`config.mk`:
```
export PLATFORM = sky130hd
export DESIGN_NAME = multicycle_control
export DESIGN_NICKNAME = d
export VERILOG_FILES = /design/src/rtl/multicycle_control.sv
export SDC_FILE = /design/constraint.sdc
export NUM_CORES = 1
export LEC_CHECK = 0
export CAP_MARGIN = 10
export CORE_MARGIN = 4
export CORE_UTILIZATION = 54
export DETAILED_ROUTE_END_ITERATION = 7
export PLACE_DENSITY = 0.86
export SLEW_MARGIN = 20
export SYNTH_ARGS = -nofsm -noshare
export SYNTH_HDL_FRONTEND = slang
export SYNTH_SLANG_ARGS = --single-unit
```
`constraint.sdc`:
```
create_clock -name i_clk -period 5 [get_ports i_clk]
set_input_delay 1 -clock i_clk [delete_from_list [all_inputs] [get_ports i_clk]]
set_output_delay 1 -clock i_clk [all_outputs]
set_load 0.005 [all_outputs]
```
`src/rtl/multicycle_control.sv`:
```
`default_nettype none
// ============================================================================
// Module      : multicycle_control
// Description : Multi-cycle control FSM for an RV32I subset (R-type, I-arith,
//               load, store, branch). Steps each instruction through
//               FETCH/DECODE/EXECUTE/MEM/WB states, drives Moore-style
//               datapath strobes, waits on a memory-ready handshake, traps
//               on illegal opcodes or memory timeout and counts retirements.
// Optional    : CTRL_JAL_EN - adds a JAL state for opcode 1101111; when
//               undefined that opcode traps as illegal.
// Ports       : i_clk, i_reset (async, active-high), i_opcode[6:0],
//               i_mem_ready -> o_branch, o_pc_write, o_ior_d, o_mem_read,
//               o_mem_write, o_ir_write, o_mem_to_reg, o_reg_write,
//               o_alu_src_a, o_alu_src_b[1:0], o_alu_op[1:0],
//               o_pc_source[1:0], o_illegal, o_mem_fault, o_state[3:0],
//               o_retire_count[RETIRE_W-1:0]
// Revision    : 1.0 - initial release
// ============================================================================
module multicycle_control #(
  parameter int RETIRE_W    = 32,
  parameter int MEM_TIMEOUT = 16,
  parameter int TRAP_HALT   = 1
) (
  input  logic                i_clk,
  input  logic                i_reset,
  input  logic [6:0]          i_opcode,
  input  logic                i_mem_ready,
  output logic                o_branch,
  output logic                o_pc_write,
  output logic                o_ior_d,
  output logic                o_mem_read,
  output logic                o_mem_write,
  output logic                o_ir_write,
  output logic                o_mem_to_reg,
  output logic                o_reg_write,
  output logic                o_alu_src_a,
  output logic [1:0]          o_alu_src_b,
  output logic [1:0]          o_alu_op,
  output logic [1:0]          o_pc_source,
  output logic                o_illegal,
  output logic                o_mem_fault,
  output logic [3:0]          o_state,
  output logic [RETIRE_W-1:0] o_retire_count
);

  localparam int WAIT_W = (MEM_TIMEOUT > 0) ? $clog2(MEM_TIMEOUT + 1) : 1;
  localparam logic [WAIT_W-1:0] c_TIMEOUT = WAIT_W'(MEM_TIMEOUT);

  localparam logic [3:0] c_FETCH  = 4'd0;
  localparam logic [3:0] c_DECODE = 4'd1;
  localparam logic [3:0] c_MEMADR = 4'd2;
  localparam logic [3:0] c_MEMRD  = 4'd3;
  localparam logic [3:0] c_MEMWB  = 4'd4;
  localparam logic [3:0] c_MEMWR  = 4'd5;
  localparam logic [3:0] c_EXEC_R = 4'd6;
  localparam logic [3:0] c_EXEC_I = 4'd7;
  localparam logic [3:0] c_ALUWB  = 4'd8;
  localparam logic [3:0] c_BRANCH = 4'd9;
  localparam logic [3:0] c_TRAP   = 4'd10;
`ifdef CTRL_JAL_EN
  localparam logic [3:0] c_JAL    = 4'd11;
  localparam logic [6:0] c_OP_JAL = 7'b1101111;
`endif

  localparam logic [6:0] c_OP_LOAD  = 7'b0000011;
  localparam logic [6:0] c_OP_STORE = 7'b0100011;
  localparam logic [6:0] c_OP_R     = 7'b0110011;
  localparam logic [6:0] c_OP_I     = 7'b0010011;
  localparam logic [6:0] c_OP_BR    = 7'b1100011;

  logic [3:0]          r_state;
  logic [3:0]          w_next;
  logic [WAIT_W-1:0]   r_wait;
  logic [RETIRE_W-1:0] r_retire;
  logic                r_illegal;
  logic                r_mem_fault;
  logic                w_retire;
  logic                w_set_ill;
  logic                w_set_flt;
  logic                w_timeout;
  logic                w_waiting;

  // Timeout fires only while still waiting at the limit; a ready in that
  // same cycle takes priority in the next-state logic below.
  assign w_timeout = (MEM_TIMEOUT != 0) && (r_wait == c_TIMEOUT) && !i_mem_ready;
  assign w_waiting = (r_state == c_FETCH) || (r_state == c_MEMRD) || (r_state == c_MEMWR);

  // State register
  always_ff @(posedge i_clk or posedge i_reset) begin
    if (i_reset) r_state <= c_FETCH;
    else         r_state <= w_next;
  end

  // Wait counter, retirement counter and trap cause
  always_ff @(posedge i_clk or posedge i_reset) begin
    if (i_reset) begin
      r_wait      <= '0;
      r_retire    <= '0;
      r_illegal   <= 1'b0;
      r_mem_fault <= 1'b0;
    end else begin
      // Any state change counts as a fresh entry into a wait state.
      if ((w_next != r_state) || i_mem_ready) r_wait <= '0;
      else if (w_waiting)                     r_wait <= r_wait + 1'b1;

      if (w_retire) r_retire <= r_retire + 1'b1;

      if ((w_next == c_TRAP) && (r_state != c_TRAP)) begin
        r_illegal   <= w_set_ill;
        r_mem_fault <= w_set_flt;
      end else if ((r_state == c_TRAP) && (w_next != c_TRAP)) begin
        r_illegal   <= 1'b0;
        r_mem_fault <= 1'b0;
      end
    end
  end

  // Next-state logic
  always_comb begin
    w_next    = r_state;
    w_retire  = 1'b0;
    w_set_ill = 1'b0;
    w_set_flt = 1'b0;
    case (r_state)
      c_FETCH: begin
        if (i_mem_ready)    w_next = c_DECODE;
        else if (w_timeout) begin w_next = c_TRAP; w_set_flt = 1'b1; end
      end
      c_DECODE: begin
        case (i_opcode)
          c_OP_LOAD, c_OP_STORE: w_next = c_MEMADR;
          c_OP_R:                w_next = c_EXEC_R;
          c_OP_I:                w_next = c_EXEC_I;
          c_OP_BR:               w_next = c_BRANCH;
`ifdef CTRL_JAL_EN
          c_OP_JAL:              w_next = c_JAL;
`endif
          default: begin w_next = c_TRAP; w_set_ill = 1'b1; end
        endcase
      end
      // Only loads and stores reach MEMADR; bit 5 tells them apart.
      c_MEMADR: w_next = i_opcode[5] ? c_MEMWR : c_MEMRD;
      c_MEMRD: begin
        if (i_mem_ready)    w_next = c_MEMWB;
        else if (w_timeout) begin w_next = c_TRAP; w_set_flt = 1'b1; end
      end
      c_MEMWB:  begin w_next = c_FETCH; w_retire = 1'b1; end
      c_MEMWR: begin
        if (i_mem_ready)    begin w_next = c_FETCH; w_retire = 1'b1; end
        else if (w_timeout) begin w_next = c_TRAP; w_set_flt = 1'b1; end
      end
      c_EXEC_R: w_next = c_ALUWB;
      c_EXEC_I: w_next = c_ALUWB;
      c_ALUWB:  begin w_next = c_FETCH; w_retire = 1'b1; end
      c_BRANCH: begin w_next = c_FETCH; w_retire = 1'b1; end
      c_TRAP:   if (TRAP_HALT == 0) w_next = c_FETCH;
`ifdef CTRL_JAL_EN
      c_JAL:    begin w_next = c_FETCH; w_retire = 1'b1; end
`endif
      default:  w_next = c_FETCH;
    endcase
  end

  // Moore outputs; all forced low while reset is asserted
  always_comb begin
    o_branch     = 1'b0;
    o_pc_write   = 1'b0;
    o_ior_d      = 1'b0;
    o_mem_read   = 1'b0;
    o_mem_write  = 1'b0;
    o_ir_write   = 1'b0;
    o_mem_to_reg = 1'b0;
    o_reg_write  = 1'b0;
    o_alu_src_a  = 1'b0;
    o_alu_src_b  = 2'b00;
    o_alu_op     = 2'b00;
    o_pc_source  = 2'b00;
    o_illegal    = 1'b0;
    o_mem_fault  = 1'b0;
    if (!i_reset) begin
      case (r_state)
        c_FETCH: begin
          o_mem_read  = 1'b1;
          o_alu_src_b = 2'b01;
          o_ir_write  = i_mem_ready;
          o_pc_write  = i_mem_ready;
        end
        c_DECODE: o_alu_src_b = 2'b10;
        c_MEMADR: begin o_alu_src_a = 1'b1; o_alu_src_b = 2'b10; end
        c_MEMRD:  begin o_mem_read = 1'b1; o_ior_d = 1'b1; end
        c_MEMWB:  begin o_reg_write = 1'b1; o_mem_to_reg = 1'b1; end
        c_MEMWR:  begin o_mem_write = 1'b1; o_ior_d = 1'b1; end
        c_EXEC_R: begin o_alu_src_a = 1'b1; o_alu_op = 2'b10; end
        c_EXEC_I: begin o_alu_src_a = 1'b1; o_alu_src_b = 2'b10; o_alu_op = 2'b11; end
        c_ALUWB:  o_reg_write = 1'b1;
        c_BRANCH: begin
          o_alu_src_a = 1'b1;
          o_alu_op    = 2'b01;
          o_branch    = 1'b1;
          o_pc_source = 2'b01;
        end
        c_TRAP: begin
          o_illegal   = r_illegal;
          o_mem_fault = r_mem_fault;
        end
`ifdef CTRL_JAL_EN
        c_JAL: begin
          o_reg_write = 1'b1;
          o_alu_src_b = 2'b01;
          o_pc_write  = 1'b1;
          o_pc_source = 2'b10;
        end
`endif
        default: ;
      endcase
    end
  end

  assign o_state        = i_reset ? 4'd0 : r_state;
  assign o_retire_count = r_retire;

endmodule
`default_nettype wire

```
* After elaboration in Yosys (flattened, before gate mapping)
Index checks and enable logic that the tools add are counted.
** Storage, ports and cells
- Register bits :: 43
- Input port bits :: 10
- Output and inout port bits :: 53
- Logic and storage cells :: 93
** Operators by class
- Add/subtract/negate cells :: 2
- Equal/unequal tests :: 20
- Mux-type cells :: 46
- Reduce and logical (&&, ||, !) cells :: 20
** Operator list (count)
- $add 32x1->32 const B :: 1
- $mux 1 :: 31
- $pmux 4 s7 :: 1
- $mux 4 :: 5
- $eq 4x3->1 const B :: 4
- $eq 4x4->1 const B :: 4
- $pmux 4 s4 :: 1
- $eq 7x6->1 const B :: 2
- $mux 5 :: 2
- $reduce_or 2->1 :: 5
- $reduce_or 3->1 :: 3
- $eq 4x2->1 const B :: 2
- $ne 4x4->1 const B :: 2
- $eq 7x2->1 const B :: 1
- $eq 7x5->1 const B :: 1
- $eq 7x7->1 const B :: 1
- $pmux 2 s3 :: 1
- $add 5x1->5 const B :: 1
- $eq 5x5->1 const B :: 1
- $reduce_or 5->1 :: 1
- $eq 4x1->1 const B :: 1
- $logic_not 4->1 :: 1
- $mux 2 :: 2
- $ne 4x4->1 :: 1
- 8 further kinds :: 13

* Logic depth before layout (Yosys ltp)
Gate-level depths: netlist (run 1).
- Depth in word-level cells :: 9
- Gate-level depth with buffers :: 10
- Gate-level depth less buffers :: 10

* Worst setup path before layout (run 1)
OpenSTA, ideal clock, no wires.
- Path type :: in2out
- From :: input port i_reset
- To :: output port o_illegal
- Arrival time :: 2.656 ns
- Data required time :: 4.000 ns
- Slack :: 1.344 ns
- Stages :: 5
- Buffers on the path :: 1
- Cells stage by stage :: clkbuf_1 > inv_1 > nand2_1 > nor3_1 > and2_1
** Between the ends
- Cells in the longest elaborated chain, start to end :: 1
** RTL lines
- start, declared :: line 25 : input logic i_reset,
- $mux 1 :: line 180 : if (!i_reset) begin
- end, declared :: line 40 : output logic o_illegal,
Every way passes these cells.

* Worst setup path after layout (run 1)
- From :: input port i_reset
- To :: output port o_pc_write
** Between the ends
- Cells in the longest elaborated chain, start to end :: 1
** RTL lines
- $mux 1 :: line 180
- end, declared :: line 29 : output logic o_pc_write,
Every way passes these cells.

==> results of run 1 <==
## metal layers
| metal | vias to the layer above | part of all wire [%] | global-route usage, % |
|---|---|---|---|
| li1 | 1067 | - | - |
| met1 | 1070 | 43 | 25.4 |
| met2 | 70 | 51 | 33.7 |
| met3 | 8 | 4.7 | 3.33 |
| met4 | 0 | 1.1 | 5.59 |
| met5 | - | 0 | 0 |
## power by group through the flow
stage | combinational (mW) | sequential [mW] | clock (mW)
5_1_grt | 0.561 | 0.526 | 0.237
3_5_place_dp | 0.513 | 0.517 | 0
4_1_cts | 0.514 | 0.510 | 0.225
3_3_place_gp | 0.505 | 0.510 | 0
6_report | 0.513 | 0.511 | 0.219
2_1_floorplan | 0.413 | 0.443 | 0
## cell type report
type / instances / area share [%]
Sequential cell: 43 / 32.1
Tap cell: 67 / 2.50
Timing Repair Buffer: 62 / 18.5
Clock inverter: 1 / 0.149
Clock buffer: 6 / 2.47
Inverter: 13 / 1.46
Multi-Input combinational cell: 204 / 42.8
## state kept, by name, summed over array words and instances (netlist names)
signal / flops
r_wait: 5
r_illegal: 1
r_state: 4
o_retire_count: 32
r_mem_fault: 1
## critical path: cells and delay by family
family                 cells  cell delay, ps
buffers and inverters      2            1060
AND/OR/NAND/NOR            3             810
## Yosys cell counts (all sizes together), types with 2 or more instances
library cell,number
or3,3
o21bai,3
nand4,10
inv,13
and2,3
nor2,14
nor3,20
nor4b,2
a211oi,2
mux2i,2
a21oi,11
clkbuf,2
nand4bb,2
mux2,2
nand2b,5
dfrtp,43
nor2b,6
ha,4
or2,2
o31ai,2
o21ai,9
xor2,22
nand2,23
buf,15
nand3,7
nor4,15
nor3b,4
xnor2,14
and3b,3
## worst max path at each step
stage | to | slack [ps] | cells after the start
after floorplan | o_illegal | 1340 | 5
after global routing | o_ir_write | 1000 | 5
after CTS | o_pc_write | 1110 | 5
after global placement | o_pc_write | 1210 | 5
final | o_pc_write | 1130 | 5
after detailed placement | o_pc_write | 1120 | 5
## logic make-up (layout without fill, tap and decap cells)
| kind of cell | Yosys count | count (layout) | synth area share [%] |
|---|---|---|---|
| xor+xnor | 36 | 36 | 11.7 |
| fa+ha+maj | 4 | 4 | 1.86 |
| compound gates | 34 | 34 | 8.51 |
| other cells | 1 | 1 | 0.139 |
| simple gates | 125 | 125 | 29.5 |
| buf+inv | 30 | 82 | 6.65 |
| flops | 43 | 43 | 40.0 |
| mux | 4 | 4 | 1.58 |
## layout by cell type, fill, tap and decap left out, types with 4 or more instances in the layout
cell type and n:
nor4_2 4, nor3_1 16, nand2b_1 4, inv_1 13, clkbuf_8 6, nor2_1 14, a21oi_1 11, nor2b_1 6
nand2_1 23, xnor2_1 14, nand3_1 7, xor2_1 22, o21ai_0 9, dfrtp_1 43, nor3_2 4, ha_1 4
nor4_1 10, nand4_1 9, clkdlybuf4s50_1 61
==> flow_summary.json, run 1 <==
{
  "grt_util_all_layers_pct": 19.7,
  "status": "completed",
  "r2r_setup_slack_ps": 2400,
  "grt-ovfl-total": 0,
  "dr_total_vias": 2215,
  "clockBufferDepth": 2,
  "slowest_stage": "clkdlybuf4s50_1",
  "timing.setup.tns_ps": 0,
  "die_w_um": 78.6,
  "diodes": 0,
  "numCtsBuffers": 5,
  "seqCellArea_sq_mm": 0.00108,
  "combPwrFrac_pct": 41.3,
  "ant_nets": 0,
  "rsz0062_at_grt": "no",
  "ys_seq_elements": 43,
  "placedCellCount": 389,
  "setup_slack_ps": 1130,
  "drc_errors": 0,
  "p_leak_nw": 1.33,
  "nFillCells": 365,
  "p_clk_share_pct": 17.6,
  "grt_max_degree": 44,
  "start_util_pct": 56.2,
  "cts_tree": "built",
  "grt_antenna_before_repair": 0,
  "drv_slew": 0,
  "min_from": "o_retire_count[31]",
  "ys_warn_count": 0,
  "ys_async_sr_fraction_pct": 100,
  "setup_viol": 0,
  "total_power_mw": 1.24,
  "hpwlAfterDp_um": 4320,
  "min_path_type": "register to register",
  "hold_depth": 1,
  "post_dp_cell_area_sq_mm": 0.00326,
  "startpoint": "i_reset",
  "root_buffer": "clkbuf_8",
  "synth_top_area_cell": "dfrtp_1",
  "crit_path_max_fanout": 9,
  "p_per_area_mw_per_mm2": 371,
  "whs_ps": 472,
  "cp_slowest_stage_delay_ps": 550,
  "cts_hold_buf": 0,
  "clkSinkCount": 43,
  "die_area_sq_mm": 0.00617,
  "path_cells": "clkdlybuf4s50_1 > or3_1 > nor3_1 > and2_1 > clkdlybuf4s50_1",
  "syn2layout_area_growth_pct": 24.5,
  "arrival_ps": 2870,
  "fmax_mhz": 258,
  "cp.required_ps": 4000,
  "cap_viol_max_count": 0,
  "firstDrtPassIters": 4,
  "ctsResizeCount": 0,
  "r2r_end": "r_mem_fault",
  "die_h_um": 78.6,
  "switching_power_mw": 0.476,
  "finalClockSkew_ps": 5.42,
  "final_nets": 343,
  "io-pin-count": 63,
  "syn_area_per_cell_sq_um": 9.71,
  "worst_setup_path_start_kind": "input port",
  "first_iter_violations": 133,
  "grt_pass1_wl_um": 9820,
  "slew_headroom_pct": 44.9,
  "crit_top_cell": "clkdlybuf4s50_1",
  "io_buffers": 61,
  "tightest_slew_ps": 826,
  "vias_per_cell": 5.59,
  "p_sw_share_pct": 38.3,
  "layout-drive-gt1-share_pct": 8.51,
  "critical_path_class": "input port to primary output",
  "netlist_area_sq_mm": 0.00269,
  "r2r.worst_path.cells": 8,
  "synth_edf_count": 0,
  "r2r-start": "r_state[1]",
  "synth_top_area_share_pct": 40.0,
  "ys_seq_area_share_pct": 40.0,
  "ys_dominant_reg_cell": "dfrtp_1",
  "finalInstanceArea_sq_mm": 0.00335,
  "globalplace.congestion": 0.901,
  "end_kind": "primary output",
  "post_cts.repair.setup_buffers": 0,
  "finalWirelength_um": 5830,
  "first_global_vias": 2045,
  "synthCells": 277,
  "multi_input_area_sq_mm": 0.00144,
  "htree_levels": 2,
  "rows": 25,
  "peakVddDrop_uv": 301,
  "syn_nets": 291,
  "clk_latency_ps": 290,
  "wl_per_cell_um": 14.7,
  "min_period_ps": 3870,
  "period_share_pct": 77.4,
  "intPower_mw": 0.767,
  "final_core_util_pct": 70.0,
  "core_sq_mm": 0.00479,
  "clk_pin_slew_ps": 80,
  "synth_area_leaders": "dfrtp_1 (40%), xor2_1 (7.2%), xnor2_1 (4.6%)",
  "layout.cells.non_filler": 396,
  "place_ws_ps": 1120,
  "min_to": "o_retire_count[31]",
  "hold_viol": 0,
  "ys_types": 54,
  "seqPwrFrac_pct": 41.1
}
Note: power is estimated with default switching activity, not from simulation.
==> inputs of run 2 (changes only) <==
Settings changed: CORE_UTILIZATION 54 to 50, PLACE_DENSITY 0.86 to 0.8.
Clock period 5 ns to 3.61 ns, I/O delays scaled along.
==> flow_summary.json, run 2 (same netlist as run 1, synthesis figures left out) <==
{
  "status": "completed",
  "globalplace.congestion": 0.903,
  "core_sq_mm": 0.00517,
  "numCtsBuffers": 5,
  "final_common_cell": "clkdlybuf4s50_1",
  "cp_top_family": "buffers and inverters",
  "grt_util_all_layers_pct": 19.4,
  "cp_slowest_stage_delay_ps": 560,
  "layout-drive-gt1-share_pct": 9.58,
  "end_kind": "primary output",
  "peakVddDrop_uv": 262,
  "dr_total_vias": 2231,
  "cp_num_buf_inv": 2,
  "crit_top_cell": "clkdlybuf4s50_1",
  "firstDrtPassIters": 4,
  "cts_hold_buf": 0,
  "crit_path_max_fanout": 9,
  "largest_reg_flops": 32,
  "min_period_ps": 3290,
  "finalWirelength_um": 5910,
  "vias_per_cell": 5.52,
  "arrival_ps": 2570,
  "total_power_mw": 1.87,
  "finalInstanceArea_sq_mm": 0.00343,
  "fmax_mhz": 304,
  "timing.setup.tns_ps": 0,
  "slew_headroom_pct": 46.1,
  "cap_viol_max_count": 0,
  "io-pin-count": 63,
  "mostFrequentLayoutCells": "clkdlybuf4s50_1 (61), dfrtp_1 (43), nand2_1 (23)",
  "ant_nets": 0,
  "die_area_sq_mm": 0.00662,
  "first_iter_violations": 83,
  "rsz0062_at_grt": "no",
  "ctsResizeCount": 0,
  "placedCellCount": 396,
  "post_dp_cell_area_sq_mm": 0.00330,
  "whs_ps": 469,
  "r2r-start": "r_state[1]",
  "diodes": 0,
  "layout.cells.non_filler": 404,
  "setup_viol": 0,
  "p_per_area_mw_per_mm2": 547,
  "io_buffers": 61,
  "endpoint": "o_pc_write",
  "htree_levels": 2,
  "period_share_pct": 91.1,
  "die_w_um": 81.4,
  "place_ws_ps": 317,
  "cts_tree": "built",
  "clk_pin_slew_ps": 80,
  "grt_max_degree": 44,
  "p_leak_nw": 1.37,
  "r2r.worst_path.cells": 8,
  "post_cts.repair.setup_buffers": 0,
  "clockBufferDepth": 2,
  "hold_viol": 0,
  "clk_latency_ps": 290,
  "die_h_um": 81.4,
  "setup_slack_ps": 320,
  "tightest_slew_ps": 808,
  "min_path_type": "register to register",
  "cp.required_ps": 2890,
  "grt-ovfl-total": 0,
  "syn2layout_area_growth_pct": 27.4,
  "first_global_vias": 2102,
  "critical_path_class": "input port to primary output",
  "grt_pass1_wl_um": 10000,
  "r2r_setup_slack_ps": 960,
  "final_core_util_pct": 66.3,
  "drv_slew": 0,
  "drc_errors": 0,
  "slowest_stage": "clkdlybuf4s50_1",
  "startpoint": "i_reset",
  "start_util_pct": 52.0,
  "worst_setup_path_start_kind": "input port",
  "path_depth": 5,
  "clkSinkCount": 43,
  "grt_antenna_before_repair": 0,
  "final_nets": 347,
  "path_cells": "clkdlybuf4s50_1 > or3_1 > nor3_1 > and2_1 > clkdlybuf4s50_1",
  "wl_per_cell_um": 14.6,
  "finalClockSkew_ps": 4.11,
  "r2r_end": "r_mem_fault",
  "hpwlAfterDp_um": 4400,
  "rows": 26,
  "root_buffer": "clkbuf_8"
}
run 2: cell types whose count changed in the layout (fill, tap and decap cells not counted), sizes merged:
cell,change
buf,+4
bufinv,+2
clkinv,-1
run 2: where the power goes:
part	total, mW	internal [mW]	switching, mW
Combinational	0.771	0.389	0.381
Sequential	0.666	0.541	0.126
Clock	0.437	0.276	0.161
run 2: layout make-up:
class,count,area (sq um)
clock buffer,6,72.6
clock inverter,2,60.1
fill,399,1740
inverter,13,48.8
multi-input combinational,204,1440
sequential,43,1080
tap,70,87.6
timing repair buffer,66,648
run 2: how the worst min path moves through the flow:
stage,start,to,slack (ps),depth (start not counted)
4_1_cts,o_retire_count[31],o_retire_count[31],480,1
3_5_place_dp,o_retire_count[31],o_retire_count[31],470,1
3_3_place_gp,o_retire_count[31],o_retire_count[31],460,1
6_report,o_retire_count[31],o_retire_count[31],470,1
2_1_floorplan,r_mem_fault,r_mem_fault,440,2
5_1_grt,o_retire_count[31],o_retire_count[31],510,1
run 2: per-layer routing:
metal  vias to the layer above  track usage [%]  share of wire, %  routed length [um]
met5                         -                0                 0                   0
met1                      1072             25.4                44                2600
met2                        66             32.2                49                2890
li1                       1085                -                 -                   -
met3                         8             3.77               5.4                 321
met4                         0             6.25               1.6                  94
